<file path="src/rtl/shift_seq_ctrl.sv">
// shift_seq_ctrl: multi-cycle 16-bit shift/rotate sequencer.
// An accepted operation is applied as binary-weighted stages (8, 4, 2, 1),
// starting at the highest set bit of the amount. The result is held in
// DONE until the consumer accepts it.
module shift_seq_ctrl (
  input  logic        clk,
  input  logic        rst_n,
  input  logic        in_valid,
  output logic        in_ready,
  input  logic [2:0]  in_op,
  input  logic [3:0]  in_amt,
  input  logic [15:0] in_data,
  input  logic        flush,
  output logic        out_valid,
  input  logic        out_ready,
  output logic [15:0] out_data,
  output logic        busy
);

  typedef enum logic [1:0] {
    IDLE  = 2'd0,
    SHIFT = 2'd1,
    DONE  = 2'd2
  } state_t;

  state_t      state;
  state_t      state_nxt;
  logic [2:0]  op_q;
  logic [3:0]  amt_q;
  logic [15:0] val_q;
  logic [1:0]  stage_q;
  logic        accept;

  // Index of the highest set amount bit; leading zero stages are skipped.
  function automatic logic [1:0] hi_bit(input logic [3:0] a);
    logic [1:0] idx;
    if (a[3])      idx = 2'd3;
    else if (a[2]) idx = 2'd2;
    else if (a[1]) idx = 2'd1;
    else           idx = 2'd0;
    return idx;
  endfunction

  // One stage: apply op to v by 2^st (1, 2, 4 or 8).
  function automatic logic [15:0] shift_by(input logic [2:0] op,
                                           input logic [15:0] v,
                                           input logic [1:0] st);
    logic [3:0]  s;
    logic [3:0]  r;
    logic [15:0] res;
    s = 4'd1 << st;
    r = 4'd0 - s;  // 16 - s, the complementary rotate distance
    case (op)
      3'b000:  res = (v << s) | (v >> r);
      3'b001:  res = v << s;
      3'b010:  res = $signed(v) >>> s;
      3'b011:  res = v >> s;
      default: res = (v >> s) | (v << r);
    endcase
    return res;
  endfunction

  // A flush in IDLE suppresses acceptance of a coincident request.
  assign accept = in_valid && (state == IDLE) && !flush;

  // State register.
  // NOTE: sequential state uses non-blocking assignments so every flop
  // samples the pre-edge values of the others.
  always_ff @(posedge clk or negedge rst_n) begin
    if (!rst_n) state <= IDLE;
    else        state <= state_nxt;
  end

  // Next-state logic; flush overrides every other transition.
  // NOTE: state_nxt gets a default before the case so no latch is inferred.
  always_comb begin
    state_nxt = state;
    if (flush) begin
      state_nxt = IDLE;
    end else begin
      case (state)
        IDLE:    if (in_valid) state_nxt = (in_amt == 4'd0) ? DONE : SHIFT;
        SHIFT:   if (stage_q == 2'd0) state_nxt = DONE;
        DONE:    if (out_ready) state_nxt = IDLE;
        default: state_nxt = IDLE;
      endcase
    end
  end

  // Operation registers: load on accept, one weighted stage per SHIFT cycle.
  // NOTE: all datapath registers are reset so out_data is 0 after reset.
  always_ff @(posedge clk or negedge rst_n) begin
    if (!rst_n) begin
      op_q    <= 3'd0;
      amt_q   <= 4'd0;
      val_q   <= 16'd0;
      stage_q <= 2'd0;
    end else if (accept) begin
      op_q    <= in_op;
      amt_q   <= in_amt;
      val_q   <= in_data;
      stage_q <= hi_bit(in_amt);
    end else if (state == SHIFT && !flush) begin
      if (amt_q[stage_q]) val_q <= shift_by(op_q, val_q, stage_q);
      if (stage_q != 2'd0) stage_q <= stage_q - 2'd1;
    end
  end

  // Handshake and status outputs decoded from the state.
  always_comb begin
    in_ready  = (state == IDLE);
    out_valid = (state == DONE);
    busy      = (state == SHIFT) || (state == DONE);
  end

  assign out_data = val_q;

endmodule

</file>
<file path="config.mk">
export PLATFORM = sky130hd
export DESIGN_NAME = shift_seq_ctrl
export DESIGN_NICKNAME = d
export VERILOG_FILES = /design/src/rtl/shift_seq_ctrl.sv
export SDC_FILE = /design/constraint.sdc
export NUM_CORES = 1
export LEC_CHECK = 0
export CAP_MARGIN = 15
export CORE_MARGIN = 2
export CORE_UTILIZATION = 58
export DETAILED_ROUTE_END_ITERATION = 6
export PLACE_DENSITY_LB_ADDON = 0.05
export SLEW_MARGIN = 0
export SYNTH_ARGS = -nofsm -noshare
export SYNTH_HDL_FRONTEND = slang
export SYNTH_SLANG_ARGS = --single-unit
</file>
<file path="constraint.sdc">
create_clock -name clk -period 6.01 [get_ports clk]
set_input_delay 0.9015 -clock clk [delete_from_list [all_inputs] [get_ports clk]]
set_output_delay 0.9015 -clock clk [all_outputs]
set_load 0.005 [all_outputs]
</file>
# [Word level (Yosys, flattened, before mapping)]
# Index checks and enable logic that the tools add are counted.
[word_totals] ff_bits=27 input_bits=28 wordCells=58
[classes] add_sub_neg=2 magnitude_cmp=1 n_eq_ne=8 shifts=6 muxes=18 bitwise=2 reduce_logical=16
[ops] op="$pmux 16 s4" n=1
[ops] op="$mux 16" n=3
[ops] op="$or 16x16->16" n=2
[ops] op="$shl 16x4->16" n=2
[ops] op="$shr 16x4->16" n=2
[ops] op="$mux 2" n=10
[ops] op="$sshr 16x4->16" n=1
[ops] op="$reduce_bool 2->1" n=4
[ops] op="$eq 3x2->1 const B" n=2
[ops] op="$ne 3x2->1 const B" n=2
[ops] op="$pmux 2 s3" n=1
[ops] op="$logic_not 2->1" n=2
[ops] op="$logic_not 4->1" n=1
[ops] op="$reduce_and 2->1" n=2
[ops] op="$shl 1x2->4 const A" n=1
[ops] op="$sub 1x4->4 const A" n=1
[ops] op="$eq 3x1->1 const B" n=1
[ops] op="$logic_and 1x1->1" n=3
[ops] op="$logic_not 3->1" n=1
[ops] op="$lt 2x3->1 const B" n=1
[ops] op="$ne 3x3->1 const B" n=1
[ops] op="$reduce_and 3->1" n=1
[ops] op="$bmux 1 s2" n=1
[ops] op="$eq 2x1->1 const B" n=1
[ops] op="other kinds (5)" n=6

# [Depth between registers and ports, before layout]
[depth] word_depth=8 depth_mapped=12 mapped_depth_nobuf=8

# [Worst setup path after synthesis]
# No wires, ideal clock.
[synth_path] kind="reg2reg" startpoint="register stage_q[0]" endpoint="register val_q[13] (netlist: out_data[13])" setup_ps=128 arrival_ps=2126 required_ps=5882 path_slack_ps=3756 stages_incl_launch_ff=9 n_path_buf=1 path_cell_list="dfrtp_1 -> inv_1 -> ha_1 -> buf_6 -> mux4_2 -> mux2i_1 -> nor2_1 -> o41ai_1 -> o21ai_1"
[synth_between] elab_chain_len=8 elab_cells_between_ends=17 classes_between="add/sub: 1; shift: 6; mux: 6; bitwise: 2; reduce/logical: 2"
[synth_lines] item="from (decl)" line_no="31" rtl="logic [1:0] stage_q;"
[synth_lines] item="from (signal assigned)" line_no="102" rtl="stage_q <= hi_bit(in_amt);"
[synth_lines] item="from (signal assigned)" line_no="105" rtl="if (stage_q != 2'd0) stage_q <= stage_q - 2'd1;"
[synth_lines] item="$shl 1x2->4" line_no="51" rtl="s = 4'd1 << st;"
[synth_lines] item="$sub 1x4->4" line_no="52" rtl="r = 4'd0 - s;"
[synth_lines] item="$shl 16x4->16 / $shr 16x4->16 (equally long branches)" line_no="58, 54"
[synth_lines] item="$or 16x16->16 (on tied branches)" line_no="58, 54"
[synth_lines] item="$pmux 16 s4" line_no="53" rtl="case (op)"
[synth_lines] item="$mux 16" line_no="104" rtl="if (amt_q[stage_q]) val_q <= shift_by(op_q, val_q, stage_q);"
[synth_lines] item="$mux 16" line_no="103" rtl="end else if (state == SHIFT && !flush) begin"
[synth_lines] item="$mux 16" line_no="98" rtl="end else if (accept) begin"
[synth_lines] item="to (signal assigned)" line_no="101" rtl="val_q <= in_data;"
[synth_lines] item="to (signal assigned)" line_no="104"
[synth_lines] item="to (decl)" line_no="30" rtl="logic [15:0] val_q;"
# Several ways; a longest one is shown, not always the timed one. The select of a mux whose other input is x is not followed.
# A chain may end at the register's enable or synchronous reset.

# [Worst setup path after layout]
[layout_path] startpoint="input port in_valid" endpoint="register val_q[14] (netlist: out_data[14])"
[layout_between] elab_chain_len=4 elab_cells_between_ends=6 classes_between="mux: 1; reduce/logical: 5"
[layout_lines] item="from (decl)" line_no="8" rtl="input logic in_valid,"
[layout_lines] item="$logic_and 1x1->1 (*) (2 in series)" line_no="64" rtl="assign accept = in_valid && (state == IDLE) && !flush;"
[layout_lines] item="$reduce_bool 2->1 (no source line)"
[layout_lines] item="$reduce_and 2->1 (no source line)"
# Every way passes the cells marked *; elsewhere a longest branch is shown, timed or not.

==> impl_metrics.env <==
export IMPL_fmax_mhz=302
export IMPL_required_ps=6200
export IMPL_diodes=0
export IMPL_layout_drive_gt1_share_pct=12.0
export IMPL_leakagePower_nw=1.65
export IMPL_post_synth_inst_count=449
export IMPL_wl_um=13500
export IMPL_dp_hpwl_um=9250
export IMPL_via_per_inst=7.61
export IMPL_antenna_found_initial=0
export IMPL_finalSetupTns_ps=0
export IMPL_slew_violations=0
export IMPL_coreArea_sq_um=6030
export IMPL_cts_path_max_buffers=2
export IMPL_grt_max_degree=37
export IMPL_crit_arrival_ps=3500
export IMPL_finalClockSkew_ps=22.9
export IMPL_synth_seq_cells=27
export IMPL_synth_ff_type="dfrtp_1"
export IMPL_start_kind="primary input"
export IMPL_cts_hold_buf=0
export IMPL_layout_common_cells="nand2_1 (55), clkdlybuf4s50_1 (46), nor2_1 (42)"
export IMPL_synth_avg_cell_area_sq_um=8.15
export IMPL_hold_viol_final=0
export IMPL_cap_viol_max_count=0
export IMPL_rsz0062_at_grt="no"
export IMPL_final_cells=540
export IMPL_drt_initial_drc_count=743
export IMPL_remaining_drc_errors=32
export IMPL_postCtsSetupBuffers=0
export IMPL_tightest_slew_ps=1200
export IMPL_finalSetupViolCount=0
export IMPL_io_pins=47
export IMPL_grt_pass1_wl_um=21200
export IMPL_hold_class="flip-flop to flip-flop"
export IMPL_initial_utilization_pct=60.7
export IMPL_relSlewSlack_pct=19.7
export IMPL_dp_cells=536
export IMPL_drt_pass1_iterations=7
export IMPL_ir_drop_mv=0.638
export IMPL_seq_area_frac_synth_pct=18.5
export IMPL_async_flop_share_pct=100
export IMPL_status="finished with violations"
export IMPL_syn_nets=486
export IMPL_die_y_um=83.4
export IMPL_criticalPathCategory="primary input to flip-flop"
export IMPL_clockRootBuffer="clkbuf_8"
export IMPL_synth_edf_count=0
export IMPL_ant_nets=0
export IMPL_worst_slack_ps=2700
export IMPL_htreeDepth=1
export IMPL_row_count=28
export IMPL_layout_commonest_cell="nand2_1"
export IMPL_drt_wirelength_per_cell_um=25.0
export IMPL_post_place_ws_ps=2540
export IMPL_area_delta_synth_final_pct=11.9
export IMPL_path_max_fanout=24
export IMPL_die_x_um=83.4
export IMPL_cts_tree="yes"
export IMPL_cp_end_kind="flip-flop"
export IMPL_cts_repair_resize_count=0
export IMPL_route_met2_wl_um=5640
export IMPL_violations="DRC"
export IMPL_synth_cell_type_count=66
export IMPL_syn_area_sq_um=3660
export IMPL_wl_met1_um=5110
export IMPL_grt_overflow=0
export IMPL_finalHoldWorstSlack_ps=498
export IMPL_gp_congestion=1.02
export IMPL_cp_top_family="compound AO/OA/AOI/OAI gates"
export IMPL_grt_usage_pct=38.4
export IMPL_vias=4108
export IMPL_dieArea_sq_um=6960
export IMPL_clock_latency_ps=300
export IMPL_path_common_cell="a21oi_1"
export IMPL_grt_pass1_vias=3813
export IMPL_highest_layer="met4"
export IMPL_rrSetupSlack_ps=2820
export IMPL_cts_inserted_buffers=3
export IMPL_crit_slowest_cell="nor2_2"
export IMPL_routed_wl_met3_um=2010
export IMPL_port_buffers=46
export IMPL_nets=503
export IMPL_worst_path_buf_inv=1
export IMPL_path_clk_slew_ps=130
export IMPL_ys_warn_count=0
export IMPL_final_core_util_pct=68.0
export IMPL_period_minus_slack_ps=3310
export IMPL_critPathMaxStageDelay_ps=910
export IMPL_min_period_over_period_pct=55.2
export IMPL_cts_sinks=27
export IMPL_crit_chain="clkdlybuf4s50_1 > nand2_1 > nor2_2 > a21oi_1 > a222oi_1 > a21oi_1"
export IMPL_p_per_area_nw_per_um2=722
[layer usage]
metal,up-vias,GRT usage [%]
met1,1920,55.2
met2,371,55.4
met5,-,0
li1,1729,-
met4,0,16.6
met3,88,8.75
[power breakdown]
part	switching [W]	total, W	internal (W)
Combinational	0.00135	0.00234	0.000990
Clock	0.0000716	0.000119	0.0000474
Sequential	0.000230	0.000496	0.000266
Total	0.00165	0.00296	0.00130
[synth_stat cells, types with 7 or more instances]
| cell | number | share of area (%) |
|---|---|---|
| nand2_1 | 55 | 5.6 |
| nor2_1 | 43 | 4.4 |
| mux2i_1 | 29 | 7.9 |
| a21oi_1 | 28 | 3.8 |
| dfrtp_1 | 27 | 18 |
| o21ai_0 | 21 | 2.9 |
| mux4_2 | 20 | 12 |
| clkbuf_1 | 17 | 1.7 |
| buf_2 | 14 | 1.9 |
| a211oi_1 | 13 | 2.7 |
| mux2_2 | 12 | 3.7 |
| o22ai_1 | 12 | 2.1 |
| inv_1 | 10 | 1.0 |
| nand2b_1 | 10 | 1.7 |
| ha_1 | 9 | 3.1 |
| nand3_1 | 7 | 0.96 |
[worst reg2reg max path: cells and delay by family (launching register included)]
kind	cells	cell delay, ps
AO/OA/AOI/OAI	4	790
adder cells (fa/ha/maj)	1	760
buffers and inverters	3	680
flip-flops	1	440
multiplexers	1	410
[stage by stage]
step / instance area, sq um / total power (W)
floorplan: 3660 / 0.00209
global placement: 4050 / 0.00270
detailed placement: 4050 / 0.00271
CTS: 4100 / 0.00284
global route: 4100 / 0.00311
finish: 4100 / 0.00296
[layout make-up]
type,instances,area [sq um]
clock buffers,3,41.3
inverters,12,45.0
well taps,75,93.8
clock inverters,1,7.51
fillers,495,1930
flip-flops and latches,27,676
repair buffers,55,528
multi-input cells,367,2710
[final timing paths]
kind / start / to / cells past startpoint
setup / recovery: in_valid / out_data[14] / 6
max in group asynchronous: rst_n / state[1] / 2
setup reg to reg: stage_q[1] / out_data[1] / 9
hold / removal: amt_q[3] / amt_q[3] / 2
hold reg to reg: amt_q[3] / amt_q[3] / 2
min in group asynchronous: rst_n / out_data[11] / 2
[cell families (layout without fill, tap and decap cells)]
logic type                 count (synthesis)  in the layout  share of synthesized area [%]
AOI/OAI and AO/OA                        139            139                           25.9
xor gates and xnor gates                   3              3                          0.718
adders and majority gates                  9              9                           3.08
buffers and inverters                     55             71                           7.76
DFF                                       27             27                           18.5
muxes                                     62             62                           24.3
and+or+nand+nor                          154            154                           19.7
[sequential cells by signal, indices dropped and copies added (netlist names)]
register,flops
op_q,3
state,2
stage_q,2
amt_q,4
out_data,16
No activity file was read; power rests on OpenSTA's default activity.
